==> src/rtl/cpu_pkg.sv <==
// Shared types for the 8-bit CPU: opcodes, sequencer states, ALU ops, IR field slices.
package cpu_pkg;

  typedef enum logic [3:0] {
    OP_NOP  = 4'h0,
    OP_ADD  = 4'h1,
    OP_SUB  = 4'h2,
    OP_AND  = 4'h3,
    OP_OR   = 4'h4,
    OP_XOR  = 4'h5,
    OP_MOV  = 4'h6,
    OP_LDI  = 4'h7,
    OP_JMP  = 4'h8,
    OP_JZ   = 4'h9,
    OP_HALT = 4'hF
  } opcode_t;

  typedef enum logic [2:0] {
    S_FETCH,
    S_DECODE,
    S_IMM,
    S_EXEC,
    S_WB,
    S_HALT
  } seq_state_t;

  typedef enum logic [2:0] {
    ALU_ADD,
    ALU_SUB,
    ALU_AND,
    ALU_OR,
    ALU_XOR,
    ALU_PASSB
  } alu_op_t;

  // Instruction layout: opcode[7:4], rd[3:2], rs[1:0]
  localparam int OPC_HI = 7;
  localparam int OPC_LO = 4;
  localparam int RD_HI  = 3;
  localparam int RD_LO  = 2;
  localparam int RS_HI  = 1;
  localparam int RS_LO  = 0;

  // Map an ALU-class opcode onto the ALU operation; non-ALU opcodes never reach EXEC.
  function automatic alu_op_t alu_op_of(input logic [3:0] opc);
    case (opc)
      OP_SUB:  return ALU_SUB;
      OP_AND:  return ALU_AND;
      OP_OR:   return ALU_OR;
      OP_XOR:  return ALU_XOR;
      OP_MOV:  return ALU_PASSB;
      default: return ALU_ADD;
    endcase
  endfunction

endpackage

==> src/rtl/alu8.sv <==
// Combinational 8-bit ALU; mod-256 arithmetic, no carry out.
module alu8
  import cpu_pkg::*;
(
  input  logic [7:0] a,
  input  logic [7:0] b,
  input  alu_op_t    op,
  output logic [7:0] y,
  output logic       zero
);

  // Select the result for the requested operation
  always_comb begin
    y = '0;
    case (op)
      ALU_ADD:   y = a + b;
      ALU_SUB:   y = a - b;
      ALU_AND:   y = a & b;
      ALU_OR:    y = a | b;
      ALU_XOR:   y = a ^ b;
      ALU_PASSB: y = b;
      default:   y = '0;
    endcase
  end

  assign zero = (y == '0);

endmodule

==> src/rtl/control_sequencer.sv <==
// Multi-cycle fetch/decode/execute/writeback sequencer for the 8-bit CPU.
module control_sequencer
  import cpu_pkg::*;
#(
  parameter logic [7:0] RESET_PC = 8'h00,
  parameter int         DATA_W   = 8
) (
  input  logic              clk,
  input  logic              reset,
  output logic              mem_req,
  output logic [DATA_W-1:0] mem_addr,
  input  logic              mem_ready,
  input  logic [DATA_W-1:0] mem_rdata,
  output logic [1:0]        RegisterData1,
  output logic [1:0]        RegisterData2,
  input  logic [DATA_W-1:0] Data1,
  input  logic [DATA_W-1:0] Data2,
  output logic              RegWrite_Enable,
  output logic [1:0]        WriteRegister,
  output logic [DATA_W-1:0] WriteData,
  output logic              zero_flag,
  output logic              halted
);

  seq_state_t        r_state, w_next;
  logic [DATA_W-1:0] r_pc, r_ir, r_result;
  logic              r_zero;
  logic [3:0]        w_opc;
  logic [DATA_W-1:0] w_alu_y;
  logic              w_alu_zero;

  assign w_opc = r_ir[OPC_HI:OPC_LO];

  alu8 u_alu (
    .a    (Data1),
    .b    (Data2),
    .op   (alu_op_of(w_opc)),
    .y    (w_alu_y),
    .zero (w_alu_zero)
  );

  // State register
  always_ff @(posedge clk) begin
    if (reset) r_state <= S_FETCH;
    else       r_state <= w_next;
  end

  // Next-state decode and strobes; reset forces strobes low in its own cycle
  always_comb begin
    w_next          = r_state;
    mem_req         = 1'b0;
    RegWrite_Enable = 1'b0;
    case (r_state)
      S_FETCH: begin
        mem_req = 1'b1;
        if (mem_ready) w_next = S_DECODE;
      end
      S_DECODE: begin
        case (w_opc)
          OP_LDI, OP_JMP, OP_JZ:                        w_next = S_IMM;
          OP_HALT:                                      w_next = S_HALT;
          OP_ADD, OP_SUB, OP_AND, OP_OR, OP_XOR, OP_MOV: w_next = S_EXEC;
          default:                                      w_next = S_FETCH;
        endcase
      end
      S_IMM: begin
        mem_req = 1'b1;
        if (mem_ready) w_next = (w_opc == OP_LDI) ? S_WB : S_FETCH;
      end
      S_EXEC: w_next = S_WB;
      S_WB: begin
        RegWrite_Enable = 1'b1;
        w_next          = S_FETCH;
      end
      S_HALT:  w_next = S_HALT;
      default: w_next = S_FETCH;
    endcase
    if (reset) begin
      mem_req         = 1'b0;
      RegWrite_Enable = 1'b0;
    end
  end

  // Datapath: PC, IR, result and Z updates per state
  always_ff @(posedge clk) begin
    if (reset) begin
      r_pc     <= RESET_PC;
      r_ir     <= '0;
      r_result <= '0;
      r_zero   <= 1'b0;
    end else begin
      case (r_state)
        S_FETCH: begin
          if (mem_ready) begin
            r_ir <= mem_rdata;
            r_pc <= r_pc + 8'd1;
          end
        end
        S_IMM: begin
          if (mem_ready) begin
            r_pc <= r_pc + 8'd1;
            case (w_opc)
              OP_LDI:  r_result <= mem_rdata;
              OP_JMP:  r_pc <= mem_rdata;
              OP_JZ:   if (r_zero) r_pc <= mem_rdata;
              default: ;
            endcase
          end
        end
        S_EXEC: begin
          r_result <= w_alu_y;
          r_zero   <= w_alu_zero;
        end
        default: ;
      endcase
    end
  end

  assign mem_addr      = r_pc;
  assign RegisterData1 = r_ir[RD_HI:RD_LO];
  assign RegisterData2 = r_ir[RS_HI:RS_LO];
  assign WriteRegister = r_ir[RD_HI:RD_LO];
  assign WriteData     = r_result;
  assign zero_flag     = r_zero;
  assign halted        = (r_state == S_HALT);

endmodule

==> config.mk <==
export PLATFORM = sky130hd
export DESIGN_NAME = control_sequencer
export DESIGN_NICKNAME = d
export VERILOG_FILES = /design/src/rtl/cpu_pkg.sv /design/src/rtl/alu8.sv /design/src/rtl/control_sequencer.sv
export SDC_FILE = /design/constraint.sdc
export NUM_CORES = 1
export LEC_CHECK = 0
export CAP_MARGIN = 20
export CORE_UTILIZATION = 25
export DETAILED_ROUTE_END_ITERATION = 10
export PLACE_DENSITY = 0.57
export SETUP_SLACK_MARGIN = 0.15
export SYNTH_ARGS = -nofsm -noshare
export SYNTH_HDL_FRONTEND = slang
export SYNTH_SLANG_ARGS = --single-unit
==> constraint.sdc <==
create_clock -name clk -period 5 [get_ports clk]
set_clock_uncertainty 0.15 [all_clocks]
set_input_delay 1 -clock clk [delete_from_list [all_inputs] [get_ports clk]]
set_output_delay 1 -clock clk [all_outputs]
set_load 0.05 [all_outputs]
Yosys cells after proc, flatten, opt, wreduce, memory -nomap -nowiden

Memories as Yosys holds them, arrays and structs flattened. A register that Yosys moved wholly into a read port is not among the register bits.
Cells that the tools add are included.
Widths: inputs -> output; s select.

Input bits: 27
Bits in read-only memories: 48
Memories: 1
Register bits: 28

Reductions and logical operators: 10
Equal/unequal tests: 21
$add $sub $neg: 3
Bitwise operators: 3
Multiplexer cells: 20

Memories:

| memory           | words | bits a word | rd ports | clocked after Yosys merged registers in | write ports | line                    | source |
|---|---|---|---|---|---|---|---|
| (name not given) | 16    | 3           | 1        | 1                                       | 0           | control_sequencer.sv:59 | `case (w_opc)` |

Operators with widths:

| kind                | number |
|---|---|
| $pmux 8 s2          | 3 |
| $pmux 8 s6          | 1 |
| $mux 8              | 5 |
| $pmux 3 s5          | 2 |
| $eq 4x3->1 const B  | 4 |
| $eq 3x2->1 const B  | 4 |
| $eq 3x3->1 const B  | 4 |
| $mux 3              | 3 |
| $add 8x1->8 const B | 1 |
| $add 8x8->8         | 1 |
| $and 8x8->8         | 1 |
| $eq 4x2->1 const B  | 2 |
| $eq 4x4->1 const B  | 2 |
| $logic_not 8->1     | 1 |
| $mux 4              | 2 |
| $or 8x8->8          | 1 |
| $sub 8x8->8         | 1 |
| $xor 8x8->8         | 1 |
| $eq 3x1->1 const B  | 2 |
| $logic_not 3->1     | 2 |
| $ne 2x2->1 const B  | 3 |
| $reduce_and 3->1    | 2 |
| $mux 1              | 4 |
| $reduce_and 2->1    | 2 |
| other kinds (2)     | 3 |

Longest topological paths before layout

Gate-level depths: netlist of run 1.

Depth after elaboration: 5
Gate-level depth with buffers: 11
Depth with buffers taken out: 11

Hierarchy

A second synthesis of run 1 with hierarchy kept.

Cells, all modules: 362
Area, all modules: 2788.9 um^2

Modules (own cells, without submodules):

| module            | cells an instance | sequential area each (um^2) | area an instance (um^2) | instances |
|---|---|---|---|---|
| control_sequencer | 220               | 620.6                       | 1704.1                  | 1 |
| alu8              | 142               | 0.0                         | 1084.8                  | 1 |

Least setup slack after synthesis of run 1

OpenSTA, ideal clock, no wires.

Kind: input-to-output
Start point: input port reset
End point: output port RegWrite_Enable
Path slack: 1.046 ns
Data arrival time: 2.804 ns
Stages on the path: 2
Required time: 3.850 ns
Buffers on the path: 1
Path through: clkbuf_1 nor4b_1

Word-level cells in the longest chain between the ends: 1

Ends and longest elaborated chain:

| what            | line                    | source |
|---|---|---|
| start, declared | control_sequencer.sv:9  | `input logic reset,` |
| $mux 1          | control_sequencer.sv:78 | `if (reset) begin` |
| end, declared   | control_sequencer.sv:18 | `output logic RegWrite_Enable,` |

No other way between the ends.

Worst setup path after layout of run 1

Start point: input port Data2[0]
End point: register r_zero, in the netlist zero_flag

Word-level cells in the longest chain between the ends: 3

Ends and longest elaborated chain:

| what                                      | line                     | source |
|---|---|---|
| start, declared                           | control_sequencer.sv:17  | `input logic [DATA_W-1:0] Data2,` |
| $sub 8x8->8, or another cell as far along | alu8.sv:17               | `ALU_SUB: y = a - b;` |
| $pmux 8 s6 (*)                            | alu8.sv:15               | `case (op)` |
| $logic_not 8->1 (*)                       | alu8.sv:26               | `assign zero = (y == '0);` |
| end signal, assigned                      | control_sequencer.sv:112 | `r_zero <= w_alu_zero;` |
| end, declared                             | control_sequencer.sv:27  | `logic r_zero;` |

Every way passes the cells marked *; elsewhere a longest branch is shown, timed or not.
A chain may end at the register's enable or synchronous reset.

==> impl_metrics.json, run 1 <==
{
  "ctsResizeCount": 0,
  "cts_made_buffers": 5,
  "nets": 440,
  "ys_types": 61,
  "synth_area_leaders": "dfxtp_1 (23%), ha_1 (12%), a21oi_1 (5.4%)",
  "ys_warn_count": 0,
  "cts_root_buf": "clkbuf_8",
  "drtIter0Drc": 168,
  "antenna_found_initial": 0,
  "ir_worst_vdd_uv": 147,
  "cts_tree": "built",
  "port_buffers": 52,
  "grt_start_max_net_pins": 32,
  "dp_slack_ns": 0.856,
  "worst_pin_slew_ns": 0.706,
  "grt_util_all_layers_pct": 13.8,
  "die_h_um": 106,
  "start_kind": "primary input",
  "dr.pass1.iters": 4,
  "totalWireLength_um": 7360,
  "synth_area_um2": 2700,
  "internal_power_uw": 481,
  "cts.clk_slew.worst_paths_ns": 0.07,
  "final_antenna_net_count": 0,
  "power_switching_uw": 260,
  "post-route-util_pct": 32.2,
  "dpl.hpwl_um": 5880,
  "via_per_inst": 4.96,
  "clk_latency_ns": 0.27,
  "whs_path_depth": 2,
  "syn_to_final_growth_pct": 23.9,
  "syn_inst": 352,
  "relSlewSlack_pct": 52.8,
  "final_cells": 523,
  "tns_ns": 0,
  "fmax_ghz": 0.259,
  "die_w_um": 106,
  "syn_nets": 405,
  "end_kind": "register",
  "path_max_fanout": 4,
  "hold_viol_final": 0,
  "die_area_um2": 11200,
  "leakage_uw": 0.00126,
  "crit_required_ns": 5.02,
  "dp_cells": 516,
  "outcome": "finished clean",
  "synth_top_area_share_pct": 23.0,
  "setup_ws_ns": 1.14,
  "wl_per_cell_um": 14.1,
  "maxCapViolations": 0,
  "p_clk_share_pct": 26.5,
  "cp.arrival_ns": 3.88,
  "p_comb_share_pct": 35.9,
  "drive_above_1_share_pct": 4.13,
  "htree_num_levels": 2,
  "place.gp.congestion": 0.892,
  "post_cts_buffers": 0,
  "slew_viol_final": 0,
  "hold_buffers": 0,
  "synth_edf_count": 0,
  "pin_count": 53,
  "yosysSeqAreaShare_pct": 23.0,
  "fill_cells": 1142,
  "grt_pass1_vias": 2536,
  "worst-setup-path-type": "in -> reg",
  "synth.largest_area_cell": "dfxtp_1",
  "p_sw_share_pct": 35.1,
  "fin_crit_sh_pct": 77.1,
  "drc": 0,
  "syn_area_per_cell_um2": 7.66,
  "clock-sinks": 31,
  "synth_seq_cells": 31,
  "powerDensity_nw_per_um2": 222,
  "core_um2": 10400,
  "overflow": 0,
  "p_seq_share_pct": 37.6,
  "cts_buffer_depth": 2,
  "finalCriticalPeriod_ns": 3.86,
  "rows": 37,
  "hold_class": "reg -> reg",
  "grt_setup_unrepaired": "no",
  "synth-main-ff-cell": "dfxtp_1",
  "async_flop_share_pct": 0,
  "setup_viol": 0,
  "reg2regPathDepth": 8,
  "vias": 2594,
  "initial_core_util_pct": 26.0,
  "antenna_cells": 0,
  "grt_pass1_wl_um": 12500
}
[synthesized netlist by cell type (2+ instances only)]
cell type	count
a211oi_1	8
a21oi_1	29
a221oi_1	3
a22o_1	3
a22oi_1	3
a2bb2oi_1	3
a31oi_1	9
a41oi_1	2
and2b_1	2
and3_1	5
buf_2	5
buf_4	7
buf_6	3
clkbuf_1	12
dfxtp_1	31
ha_1	25
inv_1	26
mux2i_1	3
nand2_1	31
nand2b_1	3
nand3_1	5
nand3b_1	9
nor2_1	29
nor2b_1	7
nor3_1	11
nor3b_1	6
o211ai_1	4
o21a_1	2
o21ai_0	16
o21bai_1	2
o31a_1	2
o31ai_1	4
o32ai_1	2
or2b_1	2
or3_1	3
or4_1	3
xnor2_1	8
[critical path, cell delays in order]
cell             delay [ns]
clkdlybuf4s50_1        0.52
inv_1                  0.09
ha_1                   0.29
mux2_2                 0.30
fa_1                   0.51
inv_1                  0.04
a222oi_1               0.38
nand3_1                0.11
or4_1                  0.51
o32ai_1                0.13
[registers in the layout, summed over array words and instances, names as in the netlist, named ones only]
register and cells:
WriteData 8, mem_addr 8, r_ir 8, r_state 3
zero_flag 1
[layout by cell type (no fill, tap or decap), types with 3 or more instances in the layout]
cell type / netlist / layout
a211oi_1: 8 / 8
a21oi_1: 29 / 29
a221oi_1: 3 / 3
a22o_1: 3 / 3
a22oi_1: 3 / 3
a2bb2oi_1: 3 / 3
a31oi_1: 9 / 9
and3_1: 5 / 5
buf_4: 7 / 3
clkbuf_8: 0 / 6
clkdlybuf4s50_1: 0 / 52
dfxtp_1: 31 / 31
ha_1: 25 / 25
inv_1: 26 / 26
mux2i_1: 3 / 3
nand2_1: 31 / 31
nand2b_1: 3 / 3
nand3_1: 5 / 5
nand3b_1: 9 / 9
nor2_1: 29 / 29
nor2b_1: 7 / 7
nor3_1: 11 / 11
nor3b_1: 6 / 6
o211ai_1: 4 / 4
o21ai_0: 16 / 16
o31ai_1: 4 / 4
or3_1: 3 / 3
or4_1: 3 / 3
xnor2_1: 8 / 8
[final timing paths]
| kind | start | end | slack (ns) |
|---|---|---|---|
| setup / recovery | Data2[0] | zero_flag | 1.14 |
| hold / removal | r_ir[0] | r_ir[0] | 0.32 |
| setup reg to reg | r_ir[4] | zero_flag | 1.54 |
| hold reg to reg | r_ir[0] | r_ir[0] | 0.32 |
[metrics by stage]
step	power, uW	area [um2]	hold WS, ns
3_3_place_gp	546	3250	0.303
3_5_place_dp	551	3250	0.314
4_1_cts	746	3340	0.323
2_1_floorplan	473	2700	0.287
5_1_grt	791	3340	0.349
6_report	741	3340	0.318
[area by class of cell]
class	count	area (um2)	share of cell area [%]
Clock buffer	6	82.6	2.47
Timing Repair Buffer	55	543	16.2
Sequential cell	31	621	18.6
Tap cell	136	170	5.09
Inverter	27	101	3.03
Clock inverter	1	5.00	0.150
Multi-Input combinational cell	267	1820	54.4
[metal layers]
layer | GRT usage [%] | part of all wire (%) | up-vias
met5 | 0 | 0 | -
met4 | 3.08 | 0.72 | 0
met3 | 2.47 | 5.6 | 4
met1 | 18.4 | 48 | 1188
met2 | 22.8 | 45 | 71
li1 | - | - | 1331
[power by group through the flow]
stage | combinational, uW | sequential [uW] | clock, uW
2_1_floorplan | 191 | 282 | 0
3_3_place_gp | 261 | 285 | 0
3_5_place_dp | 266 | 285 | 0
4_1_cts | 266 | 279 | 200
5_1_grt | 295 | 282 | 214
6_report | 266 | 279 | 197
[cells by family (layout without fill, tap and decap cells)]
logic type                 after synthesis  after routing  share of synthesized area [%]
AOI/OAI and AO/OA                      102            102                           25.2
xor gates and xnor gates                 9              9                           2.92
adders and majority gates               26             26                           12.3
buffers and inverters                   54             89                           9.55
DFF                                     31             31                           23.0
muxes                                    4              4                           1.53
and+or+nand+nor                        126            126                           25.5
(Power assumes the default switching activity.)
==> run 2, diff against run 1 <==
- clock period: 5 -> 3.89 ns (I/O delays scaled with it)
==> run 2 against run 1 <==
Sequential share of layout area shrank 0.71 points. Worst setup slack lost 0.85 ns. Global-route usage shrank 0.23 points. Combinational power grew 42%. Critical path depth is the same. Design area grew 4.0%. Critical endpoint unchanged. Largest cell class unchanged. Highest routed layer unchanged.
==> impl_metrics.json, run 2 (synthesis gave the netlist of run 1 again) <==
{
  "slowest_stage": "or4_1",
  "maxCapViolations": 0,
  "dp_cells": 527,
  "antenna_cells": 0,
  "post-route-util_pct": 33.5,
  "clock-sinks": 31,
  "cts_made_buffers": 5,
  "rr_endpoint": "zero_flag",
  "grt_util_all_layers_pct": 13.5,
  "htree_num_levels": 2,
  "worst-setup-path-type": "in -> reg",
  "grt_pass1_vias": 2519,
  "reg2reg_setup_slack_ns": 0.61,
  "ir_worst_vdd_uv": 159,
  "vias": 2615,
  "setup_ws_ns": 0.293,
  "dr.pass1.iters": 4,
  "crit_top_cell": "inv_1",
  "hold_buffers": 0,
  "die_w_um": 106,
  "port_buffers": 52,
  "whs_path_depth": 2,
  "cp.arrival_ns": 3.63,
  "wl_per_cell_um": 13.8,
  "pin_count": 53,
  "overflow": 0,
  "fmax_ghz": 0.278,
  "final_antenna_net_count": 0,
  "place.gp.congestion": 0.857,
  "hold_class": "reg -> reg",
  "final_cell_mix": "clkdlybuf4s50_1 (50), dfxtp_1 (31), nand2_1 (31)",
  "totalWireLength_um": 7380,
  "via_per_inst": 4.89,
  "die_area_um2": 11200,
  "end_kind": "register",
  "ctsResizeCount": 0,
  "cts_tree": "built",
  "max_stage_delay_ns": 0.51,
  "syn_to_final_growth_pct": 28.8,
  "path_cells": "clkdlybuf4s50_1, inv_1, ha_1, mux2_2, fa_1, inv_1, a222oi_1, nand3_1, or4_1, o32ai_1",
  "slew_viol_final": 0,
  "grt_setup_unrepaired": "no",
  "hp-start": "r_ir[0]",
  "grt_start_max_net_pins": 32,
  "reg2regPathDepth": 8,
  "drtIter0Drc": 156,
  "finalCriticalPeriod_ns": 3.60,
  "drc": 0,
  "hold_viol_final": 0,
  "grt_pass1_wl_um": 12300,
  "die_h_um": 106,
  "crit_required_ns": 3.92,
  "path_max_fanout": 2,
  "leakage_uw": 0.00133,
  "r2r-start": "r_ir[7]",
  "drive_above_1_share_pct": 7.52,
  "antenna_found_initial": 0,
  "cts_root_buf": "clkbuf_8",
  "setup_viol": 0,
  "relSlewSlack_pct": 50.1,
  "tns_ns": 0,
  "initial_core_util_pct": 26.0,
  "outcome": "finished clean",
  "clk_latency_ns": 0.28,
  "core_um2": 10400,
  "holdPathEnd": "r_ir[0]",
  "dpl.hpwl_um": 5800,
  "nets": 451,
  "final_common_cell": "clkdlybuf4s50_1",
  "fin_crit_sh_pct": 92.5,
  "start_kind": "primary input",
  "rows": 37,
  "dp_slack_ns": 0.00809,
  "worst_pin_slew_ns": 0.746,
  "post_cts_buffers": 0,
  "cts_buffer_depth": 2,
  "powerDensity_nw_per_um2": 303,
  "final_cells": 535,
  "cts.clk_slew.worst_paths_ns": 0.07
}
run 2: cell types whose count changed in the layout (fill, tap and decap cells not counted), sizes merged:
cell | before | now
clkdlybuf4s50 | 52 | 50
buf | 3 | 16
bufinv | 0 | 1
run 2: cell type report:
cell class	count	area (um2)
Clock inverter	2	35.0
Sequential cell	31	621
Inverter	27	101
Fill cell	1116	6900
Clock buffer	6	82.6
Tap cell	136	170
Timing Repair Buffer	66	646
Multi-Input combinational cell	267	1820
run 2: worst max-delay path, delay by kind of cell:
family / cells / cell delay [ns]
simple gates: 2 / 0.63
mux: 1 / 0.29
buf+inv: 3 / 0.57
compound gates: 2 / 0.57
fa+ha+maj: 2 / 0.79
run 2: routing by layer:
metal / share of wire [%] / global-route usage (%) / vias up
met5: 0 / 0 / -
met4: 1.4 / 3.77 / 0
met3: 4.5 / 2.66 / 9
met2: 44 / 21.9 / 67
met1: 50 / 18.1 / 1195
li1: - / - / 1344
run 2: how the worst max path moves through the flow:
stage,from,to,slack [ns]
floorplan,reset,RegWrite_Enable,0.38
global placement,Data2[0],zero_flag,0.07
detailed placement,Data2[0],zero_flag,0.008
CTS,Data2[0],zero_flag,0.29
global route,Data2[0],zero_flag,0.15
finish,Data2[0],zero_flag,0.29
run 2: power breakdown:
part	internal, uW	switching [uW]
registers	334	15.3
logic	165	213
clock network	207	120
run 2: metrics by stage:
step / power [uW] / hold WS (ns) / instance area, um2
floorplan: 609 / 0.287 / 2700
global placement: 726 / 0.306 / 3360
detailed placement: 731 / 0.311 / 3360
CTS: 1060 / 0.321 / 3470
global route: 1120 / 0.337 / 3470
finish: 1050 / 0.317 / 3470
